===== config.mk =====
export PLATFORM = sky130hd
export DESIGN_NAME = prism_sp_puzzle_fifo_w_arbiter_flat
export DESIGN_NICKNAME = d
export VERILOG_FILES = /design/src/rtl/prism_sp_puzzle_fifo_w_arbiter_if.sv /design/src/rtl/prism_sp_puzzle_fifo_w_arbiter.sv /design/src/flat_wrapper.sv
export SDC_FILE = /design/constraint.sdc
export NUM_CORES = 1
export LEC_CHECK = 0
export BUFFER_PORTS_ARGS = -buffer_cell sky130_fd_sc_hd__buf_2
export CAP_MARGIN = 20
export CORE_AREA = 3 3 98 100
export CTS_CLUSTER_SIZE = 14
export DETAILED_ROUTE_END_ITERATION = 12
export DIE_AREA = 0 0 101 103
export GPL_TIMING_DRIVEN = 0
export HOLD_SLACK_MARGIN = 0.05
export PLACE_DENSITY = 0.81
export SETUP_SLACK_MARGIN = 0.02
export SLEW_MARGIN = 10
export SYNTH_ARGS = -nofsm -noshare
export SYNTH_HDL_FRONTEND = slang
export SYNTH_SLANG_ARGS = --single-unit

===== constraint.sdc =====
create_clock -name clk -period 4 [get_ports clk]
set_input_delay 0.8 -clock clk [delete_from_list [all_inputs] [get_ports clk]]
set_output_delay 0.8 -clock clk [all_outputs]
set_load 0.02 [all_outputs]

===== src/rtl/prism_sp_puzzle_fifo_w_arbiter_if.sv =====
// Write side of the shared puzzle FIFO: one master drives wr_en/wr_data,
// the FIFO reports full.
interface fifo_write_interface #(
    parameter int DATA_WIDTH = 72
);
    logic                  wr_en;
    logic [DATA_WIDTH-1:0] wr_data;
    logic                  full;

    modport master (output wr_en, output wr_data, input full);
    modport slave  (input wr_en, input wr_data, output full);
endinterface


===== src/rtl/prism_sp_puzzle_fifo_w_arbiter.sv =====
// Round-robin arbiter that packs word-serial requester beats into full-width
// entries and writes them into the shared puzzle FIFO.
module prism_sp_puzzle_fifo_w_arbiter #(
    parameter int NREQ     = 4,
    parameter int IN_WIDTH = 32
) (
    input  logic                     clk,
    input  logic                     rst_n,
    input  logic [NREQ-1:0]          req_valid,
    input  logic [NREQ*IN_WIDTH-1:0] req_data,
    output logic [NREQ-1:0]          req_ready,
    fifo_write_interface.master      fifo_w,
    output logic [$clog2(NREQ)-1:0]  grant_id,
    output logic                     busy
);
    localparam int DATA_WIDTH = fifo_w.DATA_WIDTH;
    localparam int NWORDS     = (DATA_WIDTH + IN_WIDTH - 1) / IN_WIDTH;
    localparam int LASTOFF    = (NWORDS - 1) * IN_WIDTH;
    localparam int LASTBITS   = DATA_WIDTH - LASTOFF;
    localparam int IDW        = $clog2(NREQ);
    localparam int CW         = (NWORDS > 1) ? $clog2(NWORDS) : 1;
    localparam logic [CW-1:0] LAST_BEAT = CW'(NWORDS - 1);

    typedef enum logic [1:0] {
        IDLE    = 2'd0,
        COLLECT = 2'd1,
        WRITE   = 2'd2
    } state_t;

    state_t                state_r;
    logic [IDW-1:0]        grant_id_r;
    logic [IDW-1:0]        rr_r;
    logic [CW-1:0]         beat_cnt_r;
    logic                  wr_en_r;
    logic [DATA_WIDTH-1:0] wr_data_r;
    logic [IDW-1:0]        pick_s;
    logic [IN_WIDTH-1:0]   req_word_s;
    logic [IN_WIDTH-1:0]   req_words_s [NREQ];

    function automatic logic [IDW-1:0] rr_idx(input logic [IDW-1:0] base, input int off);
        int sum;
        sum = (int'(base) + off) % NREQ;
        return IDW'(sum);
    endfunction

    for (genvar g = 0; g < NREQ; g++) begin : g_unpack
        assign req_words_s[g] = req_data[g*IN_WIDTH +: IN_WIDTH];
    end

    assign req_word_s     = req_words_s[grant_id_r];
    assign fifo_w.wr_en   = wr_en_r;
    assign fifo_w.wr_data = wr_data_r;
    assign grant_id       = grant_id_r;
    assign busy           = (state_r != IDLE);

    // Round-robin pick: walk downward so the nearest index after rr_r wins.
    always_comb begin
        pick_s = rr_r;
        for (int i = NREQ; i >= 1; i--) begin
            pick_s = req_valid[rr_idx(rr_r, i)] ? rr_idx(rr_r, i) : pick_s;
        end
    end

    // Ready decoded from registered state only, so no valid-to-ready path.
    always_comb begin
        req_ready = '0;
        if (state_r == COLLECT) begin
            req_ready[grant_id_r] = 1'b1;
        end else begin
            req_ready = '0;
        end
    end

    // Arbitration, beat packing and FIFO write sequencing.
    always_ff @(posedge clk or negedge rst_n) begin
        if (!rst_n) begin
            state_r    <= IDLE;
            grant_id_r <= '0;
            rr_r       <= IDW'(NREQ - 1);
            beat_cnt_r <= '0;
            wr_en_r    <= 1'b0;
            wr_data_r  <= '0;
        end else begin
            wr_en_r <= 1'b0;
            case (state_r)
                IDLE: begin
                    if (|req_valid) begin
                        grant_id_r <= pick_s;
                        beat_cnt_r <= '0;
                        state_r    <= COLLECT;
                    end
                end
                COLLECT: begin
                    if (req_valid[grant_id_r]) begin
                        for (int k = 0; k < NWORDS - 1; k++) begin
                            if (beat_cnt_r == CW'(k)) begin
                                wr_data_r[k*IN_WIDTH +: IN_WIDTH] <= req_word_s;
                            end
                        end
                        // Final beat may be partial; surplus input bits are dropped.
                        if (beat_cnt_r == LAST_BEAT) begin
                            wr_data_r[LASTOFF +: LASTBITS] <= req_word_s[LASTBITS-1:0];
                            state_r <= WRITE;
                        end else begin
                            beat_cnt_r <= beat_cnt_r + CW'(1);
                        end
                    end
                end
                WRITE: begin
                    if (!fifo_w.full) begin
                        wr_en_r <= 1'b1;
                        rr_r    <= grant_id_r;
                        state_r <= IDLE;
                    end
                end
                default: begin
                    state_r <= IDLE;
                end
            endcase
        end
    end
endmodule


===== src/flat_wrapper.sv =====
// flat-port wrapper written by rule: the top's interface ports become plain ports
module prism_sp_puzzle_fifo_w_arbiter_flat 
#(
    parameter int NREQ     = 4,
    parameter int IN_WIDTH = 32
)
  (clk, rst_n, req_valid, req_data, req_ready, grant_id, busy, fifo_w_wr_en, fifo_w_wr_data, fifo_w_full);
  fifo_write_interface #(.DATA_WIDTH(72)) fifo_w_i ();
  input  logic clk;
  input  logic rst_n;
  input  logic [NREQ-1:0] req_valid;
  input  logic [NREQ*IN_WIDTH-1:0] req_data;
  output logic [NREQ-1:0] req_ready;
  output logic [$clog2(NREQ)-1:0] grant_id;
  output logic busy;
  output wire logic [$bits(fifo_w_i.wr_en)-1:0] fifo_w_wr_en;
  output wire logic [$bits(fifo_w_i.wr_data)-1:0] fifo_w_wr_data;
  input wire logic [$bits(fifo_w_i.full)-1:0] fifo_w_full;
  assign fifo_w_wr_en = fifo_w_i.wr_en;
  assign fifo_w_wr_data = fifo_w_i.wr_data;
  assign fifo_w_i.full = fifo_w_full;
  prism_sp_puzzle_fifo_w_arbiter #(.NREQ(NREQ), .IN_WIDTH(IN_WIDTH)) u_core (.clk(clk), .rst_n(rst_n), .req_valid(req_valid), .req_data(req_data), .req_ready(req_ready), .fifo_w(fifo_w_i), .grant_id(grant_id), .busy(busy));
endmodule

==> summary.md <==
The final critical-path required period works out to 2600 ps. The tools report the proportion of power drawn by flip-flops and latches as 28.9%. The root buffer cell is sky130_fd_sc_hd__clkbuf_8. Before CTS, the worst setup slack after placement is 1620 ps. Detailed placement ended at an HPWL of 8.80 mm. Static timing analysis puts the maximum clock frequency at 0.384 GHz. The number of gates resized after CTS was 0. The run gives 0 as the post-route antenna net violation count. TritonCTS built the clock tree. In this run the static leakage power is 0.00300 µW. In this run switching power makes up 39.7% of total power. The layout overhead on the synthesized area came out at 32.8%. The proportion of power drawn by the clock network is 11.5%, and the share of the cycle needed by the critical path after routing is 65.1%. For the data arrival time of the critical path, the log shows 1800 ps. In this run the core area contains 34 standard-cell rows.

On the final layout, the worst clock skew is 18.3 ps. Startpoint-to-endpoint class of the critical path: reg -> out. The cell area after technology mapping was 4360 µm². Setup repair after global routing left no endpoint under its margin.

The logs give 3200 ps for the required time of the worst setup path and 0 for the number of failing setup endpoints in the final timing report. Post-cts hold buffer count: 0. The number of nets in the final layout was 622.

The global placer's final weighted congestion came out at 0.758. The region available for standard cell placement spans 8760 µm². STA classifies the critical path startpoint as a register. The count of buffers added on input and output ports is 214. Leaving out fill and tap cells, the most frequent cells in the layout are sky130_fd_sc_hd__buf_2 (217), sky130_fd_sc_hd__dfrtp_1 (79), sky130_fd_sc_hd__mux2_4 (60). Measured along the x axis, the die boundary spans 101 µm.

The count of yosys warnings during synthesis was 0. The number of antenna diodes in the final layout is 0. The logs give 400 ps for the hold slack and 0.445 mV for the maximum ir drop on the vdd rail. The tools report the number of setup buffers added after CTS as 0. In the final routed layout, each cell accounts on average for 18.5 µm. Top fanout value on the critical path: 10. After clock tree synthesis, the clock-pin slew on the worst setup and hold paths is 90 ps. The share of the yosys chip area belonging to registers was 46.6%; the fraction of final layout cells sized beyond drive strength 1 was 72.4%.

The tools report the initial antenna violation count as 0. The logs give 35 for the number of distinct library cells after synthesis and 0 for the number of remaining DRC errors. The total die area came out at 10400 µm². The library cell used most frequently in the layout, excluding fill and tap cells, is sky130_fd_sc_hd__buf_2. Counting flops with an async set or reset pin after synthesis yields a share of 100%. The depth of the CTS H-tree was 3. For the number of max-cap violations, the log shows 0. TritonCTS created 9 clock buffers. The global router's overall resource usage was 21.2%. The post-synthesis sequential element count works out to 81. The flow ran to the end, and the final reports show no timing, DRC or antenna violations. The path class of the tightest hold or removal check is in -> async. For the number of standard cells after synthesis, the log shows 258.

The logs give 2 for the number of buffers on the longest clock path and 4 for the number of detailed-routing iterations run before antenna repair. The tools report the summed negative setup slack over all endpoints as 0 ps. Power spread over the standard cell area amounts to 889 nW/µm². The die is 103 µm tall. Counting cells, the worst reg-to-reg path comes to 4.

In this run the mean area of a mapped cell was 16.9 µm². The number of nets handed over by synthesis was 396. Summing over every cut layer, the via total after detailed routing is 3193. The logs give 0 for the number of max-slew violations in the final report and 350 ps for the clock latency on the worst-skew pair.

STA classifies the critical path endpoint as a primary output. Pin count of the biggest net entering global routing: 47. The CTS sink count came out at 81. Cell internal power was estimated by the tool at 3100 µW.

Global-route wire length before repair: 16.7 mm. The commonest register cell after synthesis is sky130_fd_sc_hd__dfrtp_1. The first routing iteration left 96 violations.

The slew at the pin closest to its max-slew limit is 752 ps. Summed over all nets, the switching power comes to 2050 µW. The power share of the combinational group is 59.6%, and the final critical-path setup slack is 1400 ps. The tightest slew margin relative to the limit came out at 49.8%. Pin placement for this block handled 215 I/O pins.

Summed over all layers, the routed wires come to 11.0 mm. Once the floorplan was initialized, standard cells occupied 49.7% of the core. The number of global-route vias before repair came out at 3297.

Number of vias per cell: 5.35. The total global routing overflow is 0. The number of enable-type register cells in the synthesized netlist works out to 0. The logs give 0 for the number of hold violations in the final report and 5150 µW for the post-route total power.
logic make-up after synthesis:
group                      after synthesis  synth area share (%)
buffers and inverters                   23                  4.36
and+or+nand+nor                         28                  4.16
AOI/OAI and AO/OA                       13                  2.07
adders and majority gates                3                 0.861
muxes                                  110                  42.0
DFF                                     81                  46.6
path summary, 6_finish.rpt:
path,start,to,slack [ps]
max,u_core.grant_id[1]$_DFFE_PN0P_,req_ready[3],1400
min,rst_n,u_core.fifo_w.wr_data[58]$_DFFE_PN0P_,400
max reg2reg,u_core.grant_id[1]$_DFFE_PN0P_,u_core.fifo_w.wr_data[40]$_DFFE_PN0P_,1990
min reg2reg,u_core.fifo_w.wr_data[71]$_DFFE_PN0P_,u_core.fifo_w.wr_data[71]$_DFFE_PN0P_,510
max in group asynchronous,rst_n,u_core.rr_r[1]$_DFFE_PN1P_,2990
min in group clk,u_core.fifo_w.wr_data[71]$_DFFE_PN0P_,u_core.fifo_w.wr_data[71]$_DFFE_PN0P_,510
synth_stat cells (2+ instances only):
master	instances	area [µm²]
sky130_fd_sc_hd__nor3b_1	3	22.5
sky130_fd_sc_hd__mux2_4	60	901
sky130_fd_sc_hd__nor2_1	4	15.0
sky130_fd_sc_hd__mux2i_1	4	40.0
sky130_fd_sc_hd__nand2b_1	2	12.5
sky130_fd_sc_hd__clkbuf_1	6	22.5
sky130_fd_sc_hd__o21ai_0	3	15.0
sky130_fd_sc_hd__dfstp_2	2	52.6
sky130_fd_sc_hd__nand2_1	7	26.3
sky130_fd_sc_hd__buf_12	6	120
sky130_fd_sc_hd__dfrtp_1	79	1980
sky130_fd_sc_hd__mux2_2	13	146
sky130_fd_sc_hd__nor3_1	3	15.0
sky130_fd_sc_hd__nor2b_1	2	12.5
sky130_fd_sc_hd__ha_1	3	37.5
sky130_fd_sc_hd__inv_1	6	22.5
sky130_fd_sc_hd__mux4_2	33	743
sky130_fd_sc_hd__nand2_8	2	40.0
sky130_fd_sc_hd__buf_2	4	20.0
layout make-up:
| cell class | count | area [µm²] |
|---|---|---|
| sequential | 81 | 2030 |
| fill | 670 | 2970 |
| timing repair buffer | 215 | 1100 |
| buffer | 17 | 168 |
| inverter | 6 | 22.5 |
| clock buffer | 9 | 124 |
| multi-input combinational | 154 | 2140 |
| tap | 108 | 135 |
| clock inverter | 7 | 71.3 |
stage by stage:
stage | cells | utilization [%] | instance area [µm²]
4_1_cts | 597 | 66.1 | 5790
3_3_place_gp | 580 | 63.5 | 5570
2_1_floorplan | 258 | - | 4360
3_5_place_dp | 581 | 63.8 | 5600
5_1_grt | 597 | 66.1 | 5790
6_report | 597 | 66.1 | 5790
power by group through the flow:
| stage | clock, µW | sequential, µW | combinational, µW |
|---|---|---|---|
| after floorplan | 0 | 1950 | 1800 |
| after global placement | 0 | 1480 | 3040 |
| after detailed placement | 0 | 1490 | 3120 |
| after CTS | 605 | 1490 | 3120 |
| after global routing | 647 | 1540 | 3270 |
| final | 591 | 1490 | 3070 |
layer usage:
layer / track usage [%] / share of wire, %
met1: 25.5 / 38
met5: 0 / 0
met4: 6.13 / 1.1
met2: 38.5 / 54
met3: 4.33 / 7.0
sequential cells by signal, indices dropped and copies added, names as in the netlist:
name / cells
u_core.fifo_w.wr_data: 72
u_core.beat_cnt_r: 2
u_core.grant_id: 2
u_core.rr_r: 2
u_core.state_r: 2
u_core.fifo_w.wr_en: 1
worst max-delay path, stage by stage (launching register included):
cell	delay, ps
sky130_fd_sc_hd__dfrtp_1	350
sky130_fd_sc_hd__clkbuf_1	200
sky130_fd_sc_hd__clkbuf_1	500
sky130_fd_sc_hd__and3_1	250
sky130_fd_sc_hd__buf_2	160
Note: power is estimated with default switching activity, not from simulation.
